### src/rtl/rca_acc_pkg.sv
// rca_acc_pkg: shared types, constants and sizing helper for the frame accumulator
package rca_acc_pkg;

   typedef enum logic [1:0] {S_ACCEPT, S_ADD, S_OUT} acc_state_t;

   localparam int BYTE_W = 8;

   function automatic int cnt_width(input int max_ops);
      return $clog2(max_ops + 1);
   endfunction

endpackage

### src/rtl/rca_2op_8bit.sv
// rca_2op_8bit: combinational 8-bit ripple-carry adder, S[8] is the carry out
module rca_2op_8bit (
   input  logic [7:0] A,
   input  logic [7:0] B,
   input  logic       Cin,
   output logic [8:0] S
);

   logic [8:0] c;

   assign c[0] = Cin;

   for (genvar i = 0; i < 8; i++) begin : g_fa
      assign S[i]   = A[i] ^ B[i] ^ c[i];
      assign c[i+1] = (A[i] & B[i]) | (c[i] & (A[i] ^ B[i]));
   end

   assign S[8] = c[8];

endmodule

### src/rtl/rca_frame_accumulator.sv
// rca_frame_accumulator: sums a frame of bytes into an ACC_W accumulator, one adder byte per cycle
module rca_frame_accumulator
   import rca_acc_pkg::*;
#(
   parameter int ACC_BYTES = 2,
   parameter int MAX_OPS   = 16,
   localparam int ACC_W    = BYTE_W * ACC_BYTES,
   localparam int CNT_W    = cnt_width(MAX_OPS)
) (
   input  logic             clk,
   input  logic             rst,
   input  logic             in_valid,
   output logic             in_ready,
   input  logic [7:0]       in_data,
   input  logic             in_last,
   output logic             out_valid,
   input  logic             out_ready,
   output logic [ACC_W-1:0] out_sum,
   output logic             out_ovf,
   output logic [CNT_W-1:0] out_count
);

   localparam int IDX_W = (ACC_BYTES > 1) ? $clog2(ACC_BYTES) : 1;

   acc_state_t       state, state_n;
   logic [ACC_W-1:0] acc;
   logic             carry;
   logic [IDX_W-1:0] k;
   logic [7:0]       op;
   logic             last;
   logic             ovf;
   logic [CNT_W-1:0] count;
   logic [7:0]       a_byte;
   logic [7:0]       b_byte;
   logic             cin;
   logic [8:0]       s;
   logic             last_byte;

   assign last_byte = (k == IDX_W'(ACC_BYTES - 1));
   assign b_byte    = (k == '0) ? op : 8'h00;
   assign cin       = (k == '0) ? 1'b0 : carry;

   // select the accumulator byte currently being updated
   always_comb begin
      a_byte = '0;
      for (int i = 0; i < ACC_BYTES; i++)
         if (k == IDX_W'(i)) a_byte = acc[i*BYTE_W +: BYTE_W];
   end

   rca_2op_8bit u_add (
      .A   (a_byte),
      .B   (b_byte),
      .Cin (cin),
      .S   (s)
   );

   // state register
   always_ff @(posedge clk) begin
      if (rst) state <= S_ACCEPT;
      else     state <= state_n;
   end

   // next-state and handshake outputs
   always_comb begin
      state_n   = state;
      in_ready  = 1'b0;
      out_valid = 1'b0;
      case (state)
         S_ACCEPT: begin
            in_ready = 1'b1;
            if (in_valid) state_n = S_ADD;
         end
         S_ADD: if (last_byte) state_n = last ? S_OUT : S_ACCEPT;
         S_OUT: begin
            out_valid = 1'b1;
            if (out_ready) state_n = S_ACCEPT;
         end
         default: state_n = S_ACCEPT;
      endcase
   end

   // datapath: operand latch, byte-serial accumulate, sticky overflow, saturating count
   always_ff @(posedge clk) begin
      if (rst) begin
         acc   <= '0;
         carry <= 1'b0;
         k     <= '0;
         op    <= '0;
         last  <= 1'b0;
         ovf   <= 1'b0;
         count <= '0;
      end else begin
         case (state)
            S_ACCEPT: if (in_valid) begin
               op    <= in_data;
               last  <= in_last;
               k     <= '0;
               count <= (count == CNT_W'(MAX_OPS)) ? count : count + CNT_W'(1);
            end
            S_ADD: begin
               for (int i = 0; i < ACC_BYTES; i++)
                  if (k == IDX_W'(i)) acc[i*BYTE_W +: BYTE_W] <= s[7:0];
               carry <= s[8];
               if (last_byte) ovf <= ovf | s[8];
               else           k   <= k + IDX_W'(1);
            end
            S_OUT: if (out_ready) begin
               acc   <= '0;
               ovf   <= 1'b0;
               count <= '0;
               carry <= 1'b0;
            end
            default: ;
         endcase
      end
   end

   assign out_sum   = acc;
   assign out_ovf   = ovf;
   assign out_count = count;

endmodule

### config.mk
export PLATFORM = sky130hd
export DESIGN_NAME = rca_frame_accumulator
export DESIGN_NICKNAME = d
export VERILOG_FILES = /design/src/rtl/rca_acc_pkg.sv /design/src/rtl/rca_2op_8bit.sv /design/src/rtl/rca_frame_accumulator.sv
export SDC_FILE = /design/constraint.sdc
export NUM_CORES = 1
export LEC_CHECK = 0
export BUFFER_PORTS_ARGS = -buffer_cell sky130_fd_sc_hd__buf_4
export CAP_MARGIN = 20
export CORE_ASPECT_RATIO = 1.25
export CORE_MARGIN = 8
export CORE_UTILIZATION = 54
export DETAILED_ROUTE_END_ITERATION = 8
export MAX_ROUTING_LAYER = met4
export PLACE_DENSITY = 0.81
export SETUP_SLACK_MARGIN = 0.02
export SYNTH_ARGS = -nofsm -noshare
export SYNTH_HDL_FRONTEND = slang
export SYNTH_SLANG_ARGS = --single-unit
### constraint.sdc
create_clock -name clk -period 6 [get_ports clk]
set_clock_uncertainty 0.15 [all_clocks]
set_input_delay 0 -clock clk [delete_from_list [all_inputs] [get_ports clk]]
set_output_delay 0 -clock clk [all_outputs]
set_load 0.005 [all_outputs]
==> results.sh <==
export IMPL_synth_xor_area_share_pct=0
export IMPL_antenna_found_initial=0
export IMPL_track_usage_pct=16.79
export IMPL_grt_pass1_wl_um=7148
export IMPL_cp_slowest_cell="fa_1"
export IMPL_syn_num_nets=219
export IMPL_dieArea_sq_um=5512
export IMPL_drive_gt1_share_pct=23.20
export IMPL_die_h_um=81.03
export IMPL_mostFrequentLayoutCell="buf_4"
export IMPL_cts_setup_buffers=0
export IMPL_ys_ff_latch=35
export IMPL_hold_viol=0
export IMPL_diodes=0
export IMPL_fmax_ghz=0.2133
export IMPL_most_common_layout_cells="buf_4 (37), dfxtp_1 (35), dlygate4sd3_1 (22), a21oi_1 (19)"
export IMPL_fin_tns_setup_ns=0
export IMPL_layout_worst_path_cycle_share_pct=78.14
export IMPL_cp_required_ns=6.07
export IMPL_fin_util_pct=74.92
export IMPL_worst_setup_path_type="flop to flop"
export IMPL_dp_slack_ns=1.335
export IMPL_hold_buffers=22
export IMPL_hold_slack_ns=0.3356
export IMPL_start_kind="flop"
export IMPL_synth_top_family_by_area="simple AND/OR/NAND/NOR gates"
export IMPL_dr_pass1_iters=4
export IMPL_endpoint_kind="flop"
export IMPL_layout_cells_non_filler=287
export IMPL_synthesis_instances=196
export IMPL_power_density_nw_per_um2=227.0
export IMPL_first_global_vias=1533
export IMPL_muxShareOfSynthArea_pct=11.51
export IMPL_cap_violations=0
export IMPL_nets=272
export IMPL_drt_first_iter_violations=91
export IMPL_post_route_min_period_ns=4.688
export IMPL_critPathArrivalTime_ns=4.76
export IMPL_rows=23
export IMPL_synth_avg_cell_area_sq_um=9.320
export IMPL_crit_fanout=22
export IMPL_grt_setup_unrepaired="false"
export IMPL_holdCritPathClass="flop to flop"
export IMPL_totalWireLength_um=4309
export IMPL_crit_chain="buf_4 -> mux2_2 -> fa_1 -> fa_1 -> fa_1 -> fa_1 -> fa_1 -> fa_1 -> fa_1 -> fa_1 -> nand2_1 -> a21oi_1"
export IMPL_gp_routability_congestion=0.8323
export IMPL_cts_tree="yes"
export IMPL_placed_cells=257
export IMPL_synth_seq_area_share_pct=38.36
export IMPL_grt_start_max_net_pins=40
export IMPL_ant_nets=0
export IMPL_layout_setup_ws_ns=1.312
export IMPL_synth_cell_type_count=36
export IMPL_slew_viol_final=0
export IMPL_max_slew_margin_rel_pct=27.64
export IMPL_worst_slew_pin_slew_ns=1.081
export IMPL_synthAdderAreaFrac_pct=10.14
export IMPL_area_growth_pct=32.19
export IMPL_total_power_mw=0.5481
export IMPL_max_stage_delay_ns=0.51
export IMPL_clock_latency_ns=0.29
export IMPL_route_detailed_drc=0
export IMPL_synth_area_sq_um=1827
export IMPL_gr_total_overflow=0
export IMPL_wl_per_cell_um=15.01
export IMPL_p_leak_nw=1.047
export IMPL_num_vias=1601
export IMPL_final_area_sq_um=2415
export IMPL_core_area_sq_um=3223
export IMPL_cts_clk_slew_worst_paths_ns=0.07
export IMPL_place_area_sq_um=2077
export IMPL_status="finished, final reports clean"
export IMPL_synth_compound_area_share_pct=9.452
export IMPL_ys_warn_count=0
export IMPL_chipWidth_um=68.02
export IMPL_ioPinCount=37
export IMPL_numPortBuffers=36
export IMPL_root_buffer="clkbuf_8"
export IMPL_cts_max_level=2
export IMPL_final_setup_viol_count=0
export IMPL_vdd_drop_max_uv=204.0
export IMPL_path_common_cell="fa_1"
export IMPL_clk_path_buf_depth=2
export IMPL_initial_core_util_pct=56.68
export IMPL_post_cts_resized=0
export IMPL_dpl_hpwl_um=2875
export IMPL_clock_sinks=35
export IMPL_viasPerCell=5.578
export IMPL_yosys_area_share_simple_pct=25.07
export IMPL_cts_inserted_buffers=5
-- sequential cells by signal, summed over array words and instances (netlist names) --
register,count
out_sum,16
out_ovf,1
carry,1
out_count,5
k,1
state,2
op,8
last,1
-- cells in the mapped netlist --
| cell type | n | share of area [%] |
|---|---|---|
| a211oi_1 | 2 | 0.82 |
| a211oi_2 | 1 | 0.68 |
| a21oi_1 | 19 | 5.2 |
| a2bb2oi_1 | 1 | 0.48 |
| a32oi_1 | 1 | 0.48 |
| and2_1 | 3 | 1.0 |
| and3_1 | 1 | 0.34 |
| and3b_1 | 1 | 0.48 |
| and4bb_2 | 1 | 0.68 |
| buf_2 | 2 | 0.55 |
| buf_4 | 4 | 1.6 |
| buf_6 | 1 | 0.62 |
| clkbuf_1 | 6 | 1.2 |
| dfxtp_1 | 35 | 38 |
| fa_1 | 8 | 8.8 |
| ha_1 | 2 | 1.4 |
| inv_1 | 7 | 1.4 |
| mux2_2 | 8 | 4.9 |
| mux2i_1 | 12 | 6.6 |
| nand2_1 | 18 | 3.7 |
| nand2b_1 | 3 | 1.0 |
| nand3_1 | 18 | 4.9 |
| nand3b_1 | 3 | 1.2 |
| nand3b_2 | 1 | 0.62 |
| nand4_1 | 1 | 0.34 |
| nand4bb_1 | 1 | 0.62 |
| nor2_1 | 14 | 2.9 |
| nor2b_1 | 9 | 3.1 |
| nor3_1 | 4 | 1.1 |
| nor3b_2 | 1 | 0.68 |
| nor3b_4 | 1 | 1.0 |
| nor4b_1 | 1 | 0.48 |
| o31ai_1 | 2 | 0.82 |
| o32ai_1 | 2 | 0.96 |
| or3_1 | 1 | 0.34 |
| or3b_1 | 1 | 0.48 |
-- area by class of cell --
class | instances | area (sq um)
fillers | 245 | 808.3
clock buffers | 6 | 82.58
flip-flops and latches | 35 | 700.7
multi-input cells | 141 | 1026
repair buffers | 59 | 498.0
inverters | 7 | 26.28
well taps | 37 | 46.29
clock inverters | 2 | 35.03
-- path summary, 6_finish.rpt --
check                                 from                  endpoint  slack (ns)  cells after the start
setup / recovery            k$_SDFFE_PP0P_   out_sum[7]$_SDFFE_PP0P_        1.31                     12
hold / removal    out_sum[12]$_SDFFE_PP0P_  out_sum[12]$_SDFFE_PP0P_        0.34                      2
setup reg to reg            k$_SDFFE_PP0P_   out_sum[7]$_SDFFE_PP0P_        1.31                     12
hold reg to reg   out_sum[12]$_SDFFE_PP0P_  out_sum[12]$_SDFFE_PP0P_        0.34                      2
-- logic make-up (layout without fill, tap and decap cells) --
kind of cell / after synthesis / in the layout
adder cells (fa/ha/maj): 10 / 10
AO/OA/AOI/OAI: 28 / 28
multiplexers: 20 / 20
buffers and inverters: 20 / 74
flip-flops: 35 / 35
AND/OR/NAND/NOR: 83 / 83
-- layer usage --
layer  GRT usage (%)  share of wire [%]  vias to the layer above
met5               -                  0                        -
met4           6.160                1.3                        0
met3           3.851                5.8                        5
met2           26.15                 50                       40
met1           20.59                 42                      772
li1                -                  -                      784
-- worst max-delay path: cells and delay by family (launching register included) --
kind	cells	cell delay [ns]
fa+ha+maj	8	3.31
mux	1	0.38
flops	1	0.32
buf+inv	1	0.25
compound gates	1	0.15
simple gates	1	0.07
-- power by group --
part	internal [mW]	switching [mW]
clock network	0.134	0.0859
registers	0.241	0.00915
logic	0.0415	0.0360
Note: power is estimated with default switching activity, not from simulation.
